### src/rtl/debounce_pkg.sv
// Shared constants, channel bundle and width helper for the button debouncer.
// Imported by debounce_channel and multi_button_debouncer.
package debounce_pkg;

  localparam int DEB_10MS_100MHZ = 1_000_000;
  localparam int HOLD_500MS      = 50_000_000;
  localparam int REPEAT_100MS    = 10_000_000;

  typedef struct packed {
    logic level;
    logic press;
    logic rel;
    logic rpt;
  } chOut_t;

  // Bits needed to hold values 0..value-1; never less than 1.
  function automatic int clog2(input int value);
    int w;
    w = 0;
    for (int v = value - 1; v > 0; v = v >> 1) begin
      w++;
    end
    return (w < 1) ? 1 : w;
  endfunction

endpackage

### src/rtl/debounce_channel.sv
// One debouncer channel: 2-flop sync, stable-window filter, edge pulses,
// optional auto-repeat (macro AUTO_REPEAT_EN).
// Ports: clk, rstN (sync, active low), inBit (pressed = 1), chOut bundle.
module debounce_channel
  import debounce_pkg::*;
#(
`ifdef AUTO_REPEAT_EN
  parameter int HOLD_CYCLES     = HOLD_500MS,
  parameter int REPEAT_CYCLES   = REPEAT_100MS,
`endif
  parameter int DEBOUNCE_CYCLES = DEB_10MS_100MHZ
) (
  input  logic   clk,
  input  logic   rstN,
  input  logic   inBit,
  output chOut_t chOut
);

  localparam int CW = clog2(DEBOUNCE_CYCLES + 1);
  localparam logic [CW-1:0] CNT_LAST =
    CW'(DEBOUNCE_CYCLES - 1);

  logic          sync1;
  logic          sync2;
  logic [CW-1:0] cnt;
  logic          level;
  logic          press;
  logic          rel;
  logic          flip;

  // Window complete: level changes on this edge.
  assign flip = (sync2 != level) && (cnt == CNT_LAST);

  always_ff @(posedge clk) begin
    if (!rstN) begin
      sync1 <= 1'b0;
      sync2 <= 1'b0;
      cnt   <= '0;
      level <= 1'b0;
      press <= 1'b0;
      rel   <= 1'b0;
    end else begin
      sync1 <= inBit;
      sync2 <= sync1;
      press <= 1'b0;
      rel   <= 1'b0;
      unique case (1'b1)
        (sync2 == level): cnt <= '0;
        flip: begin
          level <= sync2;
          cnt   <= '0;
          press <= sync2;
          rel   <= ~sync2;
        end
        default: cnt <= cnt + 1'b1;
      endcase
    end
  end

`ifdef AUTO_REPEAT_EN
  localparam int HW = clog2(HOLD_CYCLES + 1);
  localparam logic [HW-1:0] HOLD_LAST =
    HW'(HOLD_CYCLES - 1);
  localparam logic [HW-1:0] HOLD_RELOAD =
    HW'(HOLD_CYCLES - REPEAT_CYCLES);

  logic [HW-1:0] hold;
  logic          rpt;
  logic          held;

  // Held means pressed now and not releasing on this edge,
  // so a release always wins over a due repeat.
  assign held = level && !flip;

  always_ff @(posedge clk) begin
    if (!rstN) begin
      hold <= '0;
      rpt  <= 1'b0;
    end else begin
      rpt <= 1'b0;
      unique case (1'b1)
        (!held): hold <= '0;
        (hold == HOLD_LAST): begin
          hold <= HOLD_RELOAD;
          rpt  <= 1'b1;
        end
        default: hold <= hold + 1'b1;
      endcase
    end
  end

  assign chOut = '{level: level, press: press,
                   rel: rel, rpt: rpt};
`else
  assign chOut = '{level: level, press: press,
                   rel: rel, rpt: 1'b0};
`endif

endmodule

### src/rtl/multi_button_debouncer.sv
// N-channel button/switch debouncer: polarity fix and port packing.
// Ports: clk, rstN, rawIn, debouncedOut, press/release/repeatPulse.
// Macro AUTO_REPEAT_EN enables hold-to-repeat pulses.
module multi_button_debouncer
  import debounce_pkg::*;
#(
  parameter int NUM_CH          = 4,
  parameter int DEBOUNCE_CYCLES = DEB_10MS_100MHZ,
  parameter int ACTIVE_LOW      = 0,
  parameter int HOLD_CYCLES     = HOLD_500MS,
  parameter int REPEAT_CYCLES   = REPEAT_100MS
) (
  input  logic              clk,
  input  logic              rstN,
  input  logic [NUM_CH-1:0] rawIn,
  output logic [NUM_CH-1:0] debouncedOut,
  output logic [NUM_CH-1:0] pressPulse,
  output logic [NUM_CH-1:0] releasePulse,
  output logic [NUM_CH-1:0] repeatPulse
);

  localparam logic INV = (ACTIVE_LOW != 0);

  if (DEBOUNCE_CYCLES < 2 || REPEAT_CYCLES < 1 ||
      REPEAT_CYCLES > HOLD_CYCLES) begin : gBadCfg
    $error("multi_button_debouncer: bad timing params");
  end

  logic [NUM_CH-1:0] padIn;

  // Pressed is 1 internally whatever the pad polarity.
  assign padIn = rawIn ^ {NUM_CH{INV}};

  for (genvar i = 0; i < NUM_CH; i++) begin : gCh
    chOut_t o;

    debounce_channel #(
`ifdef AUTO_REPEAT_EN
      .HOLD_CYCLES    (HOLD_CYCLES),
      .REPEAT_CYCLES  (REPEAT_CYCLES),
`endif
      .DEBOUNCE_CYCLES(DEBOUNCE_CYCLES)
    ) uCh (
      .clk  (clk),
      .rstN (rstN),
      .inBit(padIn[i]),
      .chOut(o)
    );

    assign debouncedOut[i] = o.level;
    assign pressPulse[i]   = o.press;
    assign releasePulse[i] = o.rel;
    assign repeatPulse[i]  = o.rpt;
  end

endmodule

### config.mk
export PLATFORM = sky130hd
export DESIGN_NAME = multi_button_debouncer
export DESIGN_NICKNAME = d
export VERILOG_FILES = /design/src/rtl/debounce_pkg.sv /design/src/rtl/debounce_channel.sv /design/src/rtl/multi_button_debouncer.sv
export SDC_FILE = /design/constraint.sdc
export NUM_CORES = 1
export LEC_CHECK = 0
export CAP_MARGIN = 20
export CELL_PAD_IN_SITES_DETAIL_PLACEMENT = 0
export CELL_PAD_IN_SITES_GLOBAL_PLACEMENT = 1
export CORE_MARGIN = 2
export CORE_UTILIZATION = 45
export CTS_BUF_LIST = sky130_fd_sc_hd__clkbuf_16
export DETAILED_ROUTE_END_ITERATION = 7
export GPL_ROUTABILITY_DRIVEN = 0
export PLACE_DENSITY = 0.88
export SYNTH_ARGS = -nofsm -noshare
export SYNTH_HDL_FRONTEND = slang
export SYNTH_SLANG_ARGS = --single-unit
### constraint.sdc
create_clock -name clk -period 3.8 [get_ports clk]
set_input_delay 0.76 -clock clk [delete_from_list [all_inputs] [get_ports clk]]
set_output_delay 0.76 -clock clk [all_outputs]
set_load 0.005 [all_outputs]
==> results of run 1 <==
## synth_stat cells, drive strengths merged, types with 11 or more instances
master	n	share of area, %
a21oi	27	3.2
and2	11	1.6
buf	23	3.6
dfxtp	100	46
inv	20	1.7
nand2	22	1.9
nand3	26	3.0
nand4	17	2.8
nor2	66	5.7
o21ai	17	2.0
or3	21	3.0
or4	16	2.8
xnor2	27	5.4
xor2	26	5.2
## worst max-delay path, delay by kind of cell (launching register included)
family / cells / cell delay (ns)
flops: 1 / 0.37
simple gates: 3 / 1.00
buf+inv: 1 / 0.26
compound gates: 1 / 0.20
fa+ha+maj: 1 / 0.20
## area by class of cell
cell class              count  area [um^2]
clock buffers               9          225
clock inverters             7         33.8
fillers                   901         4530
inverters                  21         78.8
multi-input cells         343         2100
flip-flops and latches    100         2000
well taps                 129          161
repair buffers             21          200
## per-stage QoR
| stage | area [um^2] | setup WS (ns) | utilization, % |
|---|---|---|---|
| after floorplan | 4370 | 1.83 | - |
| after global placement | 4540 | 1.48 | 48.7 |
| after detailed placement | 4540 | 1.37 | 48.7 |
| after CTS | 4800 | 1.63 | 51.4 |
| after global routing | 4800 | 1.49 | 51.4 |
| final | 4800 | 1.66 | 51.4 |
## kinds of logic (layout without fill, tap and decap cells)
logic type,Yosys count,count (layout)
simple gates,224,224
flops,100,100
xor+xnor,53,53
buf+inv,53,58
compound gates,58,58
fa+ha+maj,4,4
other cells,1,4
## power by group through the flow
stage                     clock (W)  sequential [W]  combinational [W]
after floorplan                   0         0.00108          0.0000179
after global placement            0         0.00108          0.0000256
after detailed placement          0         0.00108          0.0000265
after CTS                  0.000832         0.00106          0.0000267
after global routing       0.000874         0.00106          0.0000296
final                      0.000808         0.00106          0.0000263
## worst max-delay path by stage
| stage | start | end | slack [ns] |
|---|---|---|---|
| 2_1_floorplan | gCh[2].uCh.cnt[0] | gCh[2].uCh.cnt[18] | 1.83 |
| 3_3_place_gp | rstN | gCh[0].uCh.rel | 1.48 |
| 3_5_place_dp | rstN | gCh[0].uCh.rel | 1.37 |
| 4_1_cts | gCh[3].uCh.cnt[0] | gCh[3].uCh.cnt[4] | 1.63 |
| 5_1_grt | gCh[3].uCh.cnt[0] | gCh[3].uCh.cnt[18] | 1.49 |
| 6_report | gCh[3].uCh.cnt[0] | gCh[3].uCh.cnt[4] | 1.66 |
## sequential cells by signal, indices dropped and copies added (netlist names)
signal         flops
gCh.uCh.cnt       80
gCh.uCh.level      4
gCh.uCh.press      4
gCh.uCh.rel        4
gCh.uCh.sync1      4
gCh.uCh.sync2      4
## metal layers
metal,global-route usage (%),vias up,routed length [um]
met4,5.13,0,88
met5,0,-,0
met1,21.1,1548,3910
met3,4.99,7,240
li1,-,1708,-
met2,28.4,42,3910
==> qor.yml, run 1 <==
cts:
  cts_sinks: 100
  clk_path_buf_depth: 2
  cts.htree.levels: 3
  cts.root.buffer_cell: "clkbuf_16"
  postCtsSetupBuffers: 0
  clk_pin_slew_ns: 0.07
  cts_buffers: 9
  clk_latency_ns: 0.34
  cts_resized: 0
  cts_tree: "done"
  postCtsHoldBufs: 0
power_and_ir_drop:
  fin_total_pwr_w: 0.00189
  power.switching_w: 0.000393
  clockPowerShare_pct: 42.7
  intPower_w: 0.00150
  powerDensity_nw_per_um2: 394
  pwr-share-comb_pct: 1.4
  ir_worst_vdd_mv: 0.182
  seq_power_share_pct: 55.9
  power_leakage_nw: 1.44
  swShare_pct: 20.8
sta:
  finalCritPeriodShare_pct: 56.4
  skew_ns: 0.00756
  setup-tns-final_ns: 0
  period_needed_ns: 2.14
  setup_viol: 0
  max_freq_ghz: 0.467
  hold_viol: 0
  rsz0062_at_grt: "false"
  fin_hold_ws_ns: 0.432
  slew_viol_final: 0
finish:
  nNetsFinal: 506
  final_common_cell: "dfxtp_1"
  diodes: 0
  final_cell_mix: "100 x dfxtp_1, 66 x nor2_1, 27 x xnor2_1"
  drive_above_1_share_pct: 4.59
  synthToLayoutAreaGrowth_pct: 10.2
  layout.cells.non_filler: 630
critical_path:
  reg2reg_to: "gCh[3].uCh.cnt[4]"
  worst_setup_path_end_kind: "flop"
  crit_path_start_kind: "flop"
  timing.critical_path.fanout_max: 20
  worst_r2r_startpoint: "gCh[3].uCh.cnt[0]"
  worst-endpoint-arrival_ns: 2.36
  r2r_cells: 6
  critical_path.cell_chain: "ha_1 > nand3_1 > or4_1 > o211ai_1 > buf_4 > nor2_1"
  slowest_delay_ns: 0.65
  crit_slowest_cell: "or4_1"
  worstPathRequired_ns: 4.02
  r2r_slack_ns: 1.66
  crit_type: "flop to flop"
hold_path:
  worstHoldPathType: "flop to flop"
  min_from: "gCh[1].uCh.sync1"
  hold_depth: 1
  min_to: "gCh[1].uCh.sync2"
logic_synthesis:
  syn_area_per_cell_um2: 8.83
  netlist_area_um2: 4350
  ys.warnings.count: 0
  synth_top_flop_cell: "dfxtp_1"
  synthXorXnorAreaFrac_pct: 10.7
  seq_area_frac_synth_pct: 46.0
  async_reset_ff_share_pct: 0
  synth_seq_cells: 100
  post_synth_mux_area_share_pct: 0
  synth-compound-area-share_pct: 7.56
  synthSimpleGateAreaFrac_pct: 28.4
  yosysUniqueCellTypes: 36
  synthAdderAreaFrac_pct: 1.15
  synth_edf_count: 0
  synth_cells: 493
  synth_top_family_by_area: "simple AND/OR/NAND/NOR gates"
die:
  die_y_um: 102
  initial_core_util_pct: 46.7
  rows: 35
  die_area_um2: 10500
  coreArea_um2: 9330
  ios: 22
  die_w_um: 102
route:
  drc: 0
  drtPass1Iterations: 4
  ant_nets: 0
  initialDrtViolationCount: 131
  routed_via_density: 5.25
  wl_per_cell_um: 12.9
  wirelength_um: 8150
  vias: 3305
global_routing:
  antenna_found_initial: 0
  grt_pass1_vias: 3123
  grt-ovfl-total: 0
  grt_use_total_pct: 17.0
  grt_max_degree: 21
  grt_pass1_wl_um: 14100
place:
  port_buffers: 17
  place_hpwl_um: 5620
  dp.cells: 614
outcome:
  outcome: "finished, final reports clean"
flow_run:
  drv_cap: 0
Power figures use the tool's default switching activity.
==> run 2, diff against run 1 <==
--- a/config.mk
+++ b/config.mk
@@ -9,11 +9,11 @@
 export CELL_PAD_IN_SITES_DETAIL_PLACEMENT = 0
 export CELL_PAD_IN_SITES_GLOBAL_PLACEMENT = 1
 export CORE_MARGIN = 2
-export CORE_UTILIZATION = 45
+export CORE_UTILIZATION = 41
 export CTS_BUF_LIST = sky130_fd_sc_hd__clkbuf_16
 export DETAILED_ROUTE_END_ITERATION = 7
 export GPL_ROUTABILITY_DRIVEN = 0
-export PLACE_DENSITY = 0.88
+export PLACE_DENSITY = 0.85
 export SYNTH_ARGS = -nofsm -noshare
 export SYNTH_HDL_FRONTEND = slang
 export SYNTH_SLANG_ARGS = --single-unit
==> constraint.sdc (replaced) <==
create_clock -name clk -period 1.93 [get_ports clk]
set_input_delay 0.386 -clock clk [delete_from_list [all_inputs] [get_ports clk]]
set_output_delay 0.386 -clock clk [all_outputs]
set_load 0.005 [all_outputs]
==> run 2 against run 1 <==
  * The run now ends with negative setup slack left
  * Worst setup slack worse by 1.7 ns
  * Sequential power is 96% higher
  * Critical path depth is the same
  * Clock-buffer cell count did not move
  * Design area up 11%
  * Critical endpoint is now gCh[0].uCh.cnt[10]
==> qor.yml, run 2 (same netlist as run 1, synthesis figures left out) <==
cts:
  cts_sinks: 100  # unchanged
  cts.root.buffer_cell: "clkbuf_16"
  cts_tree: "done"
  clk_path_buf_depth: 2  # unchanged
  cts.htree.levels: 3  # unchanged
  postCtsHoldBufs: 0  # unchanged
  clk_latency_ns: 0.33  # about the same
  clk_pin_slew_ns: 0.06  # about the same
  cts_buffers: 9  # unchanged
route:
  initialDrtViolationCount: 151  # +15%
  ant_nets: 0  # unchanged
  wirelength_um: 8750  # +7.3%
  wl_per_cell_um: 12.8  # -1.3%
  vias: 3513  # +6.3%
  routed_via_density: 5.13  # -2.2%
  drc: 0  # unchanged
  drtPass1Iterations: 4  # unchanged
global_routing:
  grt_pass1_vias: 3378  # +8.2%
  grt_use_total_pct: 15.8  # -1.1 points
  grt-ovfl-total: 0  # unchanged
  grt_pass1_wl_um: 14800  # +4.8%
  antenna_found_initial: 0  # unchanged
  grt_max_degree: 21  # unchanged
power_and_ir_drop:
  power_leakage_nw: 1.71  # +19%
  swShare_pct: 20.9  # +0.12 points
  ir_worst_vdd_mv: 0.386  # +110%
  clockPowerShare_pct: 42.6  # about the same
  pwr-share-comb_pct: 2.0  # +0.6 points
  intPower_w: 0.00297  # +98%
  power.switching_w: 0.000785  # +100%
  powerDensity_nw_per_um2: 705  # +79%
  seq_power_share_pct: 55.4  # -0.5 points
sta:
  max_freq_ghz: 0.514  # +10%
  skew_ns: 0.00699  # -0.000561 ns
  hold_viol: 0  # unchanged
  slew_viol_final: 0  # unchanged
  rsz0062_at_grt: "true"
  fin_ws_ns: -0.0158  # -1.67 ns
  finalCritPeriodShare_pct: 101  # +44 points
  setup_viol: 8  # +8
  fin_hold_ws_ns: 0.430  # -0.00209 ns
  period_needed_ns: 1.95  # -0.198 ns
finish:
  final_common_cell: "dfxtp_1"
  largest-register: "gCh.uCh.cnt"
  largest_register_ffs: 80  # unchanged
  nNetsFinal: 555  # +9.7%
  diodes: 0  # unchanged
  final_cell_mix: "91 x dfxtp_1, 61 x nor2_1, 45 x buf_4, 27 x xnor2_1, 26 x xor2_1"
  drive_above_1_share_pct: 18.0  # +13 points
  synthToLayoutAreaGrowth_pct: 22.2
  post-route-util_pct: 51.5  # +0.12 points
  layout.cells.non_filler: 685  # +8.7%
  final_cell_area_um2: 5320  # +11%
outcome:
  outcome: "finished, violations left"
  violations: "negative setup slack"
hold_path:
  hold_depth: 1  # unchanged
  worstHoldPathType: "flop to flop"
place:
  place_hpwl_um: 5780  # +2.8%
  dpl_cell_area_um2: 4820  # +6.2%
  dp.cells: 655  # +6.7%
  port_buffers: 17  # unchanged
  dp_slack_ns: 0.00508  # -1.37 ns
critical_path:
  worst_setup_path_end_kind: "flop"
  timing.critical_path.fanout_max: 6  # -70%
  worst-endpoint-arrival_ns: 2.17  # -0.19 ns
  crit_type: "flop to flop"
  r2r_cells: 6  # unchanged
  worstPathRequired_ns: 2.15  # -1.87 ns
  crit_path_start_kind: "flop"
die:
  coreArea_um2: 10300  # +11%
  die_w_um: 107  # +4.6%
  die_y_um: 107  # +4.6%
  initial_core_util_pct: 42.2  # -4.5 points
  die_area_um2: 11500  # +9.4%
  rows: 37  # +5.7%
  ios: 22  # unchanged
flow_run:
  drv_cap: 0  # unchanged
==> run 2: area by class of cell <==
type,count,area [um^2]
Clock inverter,6,32.5
Timing Repair Buffer,70,622
Inverter,21,78.8
Multi-Input combinational cell,343,2180
Clock buffer,9,225
Fill cell,937,5000
Sequential cell,100,2010
Tap cell,136,170
==> run 2: worst paths after layout <==
kind	end	slack, ns	start
max	gCh[0].uCh.cnt[10]	-0.02	gCh[0].uCh.cnt[15]
min	gCh[1].uCh.sync2	0.43	gCh[1].uCh.sync1
max reg2reg	gCh[0].uCh.cnt[10]	-0.02	gCh[0].uCh.cnt[15]
min reg2reg	gCh[1].uCh.sync2	0.43	gCh[1].uCh.sync1
==> run 2: timing repair <==
item | CTS | global route
gates cloned | 2 | 2
pin swaps | 0 | 8
buffers inserted | 5 | 7
resized for setup | 8 | 32
endpoints found under the setup margin | 26 | 62
==> run 2: through the flow <==
| step | setup TNS [ns] | power [W] |
|---|---|---|
| after global placement | 0 | 0.00219 |
| after global routing | -2.24 | 0.00388 |
| after detailed placement | 0 | 0.00219 |
| final | -0.0656 | 0.00375 |
| after CTS | -0.0535 | 0.00379 |
| after floorplan | 0 | 0.00216 |
==> run 2: power groups by stage <==
stage	clock (W)	combinational (W)	sequential (W)
after global routing	0.00172	0.0000834	0.00208
final	0.00160	0.0000759	0.00208
after detailed placement	0	0.0000613	0.00212
after global placement	0	0.0000607	0.00212
after CTS	0.00165	0.0000676	0.00208
after floorplan	0	0.0000354	0.00212
==> run 2: per-layer routing <==
| metal | vias to the layer above | GRT usage, % | routed length, um |
|---|---|---|---|
| met1 | 1659 | 19.8 | 4190 |
| met2 | 40 | 26.4 | 4270 |
| li1 | 1808 | - | - |
| met3 | 6 | 4.62 | 224 |
| met5 | - | 0 | 0 |
| met4 | 0 | 4.73 | 66 |
==> run 2: critical path: stages, from the launching register on <==
cell and delay (ns):
dfxtp_2 0.32, or4_1 0.50, or4_4 0.44, o211ai_1 0.23
buf_4 0.17, buf_6 0.13, nor2_1 0.05
==> run 3, diff against run 2 <==
--- a/config.mk
+++ b/config.mk
@@ -13,7 +13,7 @@
 export CTS_BUF_LIST = sky130_fd_sc_hd__clkbuf_16
 export DETAILED_ROUTE_END_ITERATION = 7
 export GPL_ROUTABILITY_DRIVEN = 0
-export PLACE_DENSITY = 0.85
+export PLACE_DENSITY_LB_ADDON = 0.2
 export SYNTH_ARGS = -nofsm -noshare
 export SYNTH_HDL_FRONTEND = slang
 export SYNTH_SLANG_ARGS = --single-unit
==> run 3 against run 2 <==
  * The flow still finishes with violations (negative setup slack)
  * Design area down 0.26%
  * Critical path type unchanged
  * Final cell count down 0.15%
  * Clock skew about the same
  * Sequential cell count unchanged
  * Largest cell class unchanged
  * Combinational power down 2%
  * Wire length down 2.2%
  * Critical endpoint is now gCh[0].uCh.cnt[9]
  * Worst setup slack better by 0.015 ns
==> qor.yml, run 3 (same netlist as run 1, synthesis figures left out) <==
global_routing:
  grt_use_total_pct: 15.7  # -0.14 points
  grt_pass1_wl_um: 14500  # -2.2%
  grt_max_degree: 21  # unchanged
  grt_pass1_vias: 3293  # -2.5%
  antenna_found_initial: 0  # unchanged
  grt-ovfl-total: 0  # unchanged
critical_path:
  r2r_slack_ns: -0.0007  # +0.02 ns
  worstPathRequired_ns: 2.16  # about the same
  r2r_cells: 5  # -1
  crit_type: "flop to flop"
  timing.critical_path.fanout_max: 12  # +6
  worst_r2r_startpoint: "gCh[0].uCh.cnt[15]"
  crit_path_start_kind: "flop"
  reg2reg_to: "gCh[0].uCh.cnt[9]"
  worst-endpoint-arrival_ns: 2.16  # about the same
  worst_setup_path_end_kind: "flop"
die:
  die_area_um2: 11500  # unchanged
  coreArea_um2: 10300  # unchanged
  initial_core_util_pct: 42.2  # unchanged
  rows: 37  # unchanged
  die_y_um: 107  # unchanged
  ios: 22  # unchanged
  die_w_um: 107  # unchanged
cts:
  cts.htree.levels: 3  # unchanged
  clk_path_buf_depth: 2  # unchanged
  cts.root.buffer_cell: "clkbuf_16"
  cts_sinks: 100  # unchanged
  postCtsHoldBufs: 0  # unchanged
  clk_latency_ns: 0.34  # about the same
  clk_pin_slew_ns: 0.07  # about the same
  cts_tree: "done"
  cts_buffers: 9  # unchanged
route:
  ant_nets: 0  # unchanged
  drtPass1Iterations: 4  # unchanged
  routed_via_density: 5.03  # -2.0%
  wl_per_cell_um: 12.5  # -2.1%
  vias: 3439  # -2.1%
  wirelength_um: 8560  # -2.2%
  drc: 0  # unchanged
  initialDrtViolationCount: 158  # +4.6%
sta:
  slew_viol_final: 0  # unchanged
  fin_ws_ns: -0.000710  # +0.0151 ns
  hold_viol: 0  # unchanged
  finalCritPeriodShare_pct: 100  # -0.78 points
  skew_ns: 0.00700  # +0.00000436 ns
  rsz0062_at_grt: "true"
  max_freq_ghz: 0.518  # +0.78%
  setup-tns-final_ns: -0.000710  # +0.0649 ns
  period_needed_ns: 1.93  # -0.0151 ns
  setup_viol: 1  # -7
power_and_ir_drop:
  power_leakage_nw: 1.69  # -1.3%
  powerDensity_nw_per_um2: 707  # +0.27%
  ir_worst_vdd_mv: 0.367  # -4.9%
outcome:
  violations: "negative setup slack"
  outcome: "finished, violations left"
finish:
  multi_input_area_um2: 2190  # +0.63%
  largest-register: "gCh.uCh.cnt"
  final_cell_mix: "93 x dfxtp_1, 58 x nor2_1, 46 x buf_4, 27 x xnor2_1, 26 x xor2_1"
  synthToLayoutAreaGrowth_pct: 21.9
  drive_above_1_share_pct: 17.2  # -0.88 points
  fillers: 948  # +1.2%
  final_common_cell: "dfxtp_1"
  regArea_um2: 2010  # -0.12%
  largest_register_ffs: 80  # unchanged
  nNetsFinal: 554  # -0.18%
  diodes: 0  # unchanged
  final_cell_area_um2: 5310  # -0.26%
flow_run:
  drv_cap: 0  # unchanged
hold_path:
  min_to: "gCh[3].uCh.sync2"
  hold_depth: 1  # unchanged
  min_from: "gCh[3].uCh.sync1"
  worstHoldPathType: "flop to flop"
place:
  place_hpwl_um: 5960  # +3.0%
  port_buffers: 17  # unchanged
  dpl_cell_area_um2: 4880  # +1.2%
## run 3: cell types whose count changed in the layout (fill, tap and decap cells not counted), moves of 2 or more
cell,before,now
dfxtp_2,9,7
a21oi_2,6,2
dfxtp_1,91,93
a21oi_1,21,25
nor2_4,0,7
nor2_2,5,1
nor2_1,61,58
buf_6,3,1
## run 3: worst max path at each step
stage,from,end,slack [ns],cells after the start
finish,gCh[0].uCh.cnt[15],gCh[0].uCh.cnt[9],-0.0007,5
global route,gCh[2].uCh.cnt[10],gCh[2].uCh.cnt[8],-0.07,6
CTS,gCh[3].uCh.cnt[0],gCh[3].uCh.cnt[18],0.003,6
detailed placement,gCh[0].uCh.cnt[15],gCh[0].uCh.cnt[9],0.001,5
global placement,gCh[2].uCh.cnt[19],gCh[2].uCh.cnt[3],0.04,5
floorplan,gCh[2].uCh.cnt[0],gCh[2].uCh.cnt[18],0.0002,6
## run 3: stage by stage
stage	setup WS [ns]	total power (W)	std cells	hold WS, ns	utilization, %
2_1_floorplan	0.000194	0.00216	496	0.412	-
3_3_place_gp	0.0448	0.00219	663	0.414	47.3
3_5_place_dp	0.000987	0.00219	663	0.421	47.3
4_1_cts	0.00312	0.00381	678	0.430	49.8
5_1_grt	-0.0713	0.00391	684	0.452	51.4
6_report	-0.000710	0.00375	684	0.431	51.4
## run 3: final cells by class
| cell class | count | share of cell area (%) |
|---|---|---|
| Clock buffer | 9 | 4.24 |
| Sequential cell | 100 | 37.9 |
| Inverter | 21 | 1.49 |
| Timing Repair Buffer | 69 | 11.2 |
| Clock inverter | 6 | 0.613 |
| Multi-Input combinational cell | 343 | 41.3 |
| Tap cell | 136 | 3.21 |
## run 3: timing repair
item,in CTS,in global routing
resized for setup,2,33
gates cloned,0,4
setup buffers,0,2
endpoints found under the setup margin,16,55
pin swaps,0,8
## run 3: metal layers
| layer | GRT usage (%) | wire length [um] | up-vias |
|---|---|---|---|
| met5 | 0 | 0 | - |
| met4 | 6.03 | 118 | 0 |
| met3 | 4.07 | 205 | 11 |
| met2 | 27.0 | 4150 | 31 |
| met1 | 18.7 | 4080 | 1595 |
| li1 | - | - | 1802 |
## run 3: worst max-delay path, cell delays in order (launching register included)
cell      delay [ns]
dfxtp_1         0.30
or4_1           0.52
or4_4           0.44
o211ai_1        0.26
buf_4           0.24
nor2_1          0.07
## run 3: power by group
part           internal (W)  switching, W
Clock              0.000853      0.000745
Sequential          0.00207    0.00000515
Combinational     0.0000348     0.0000397
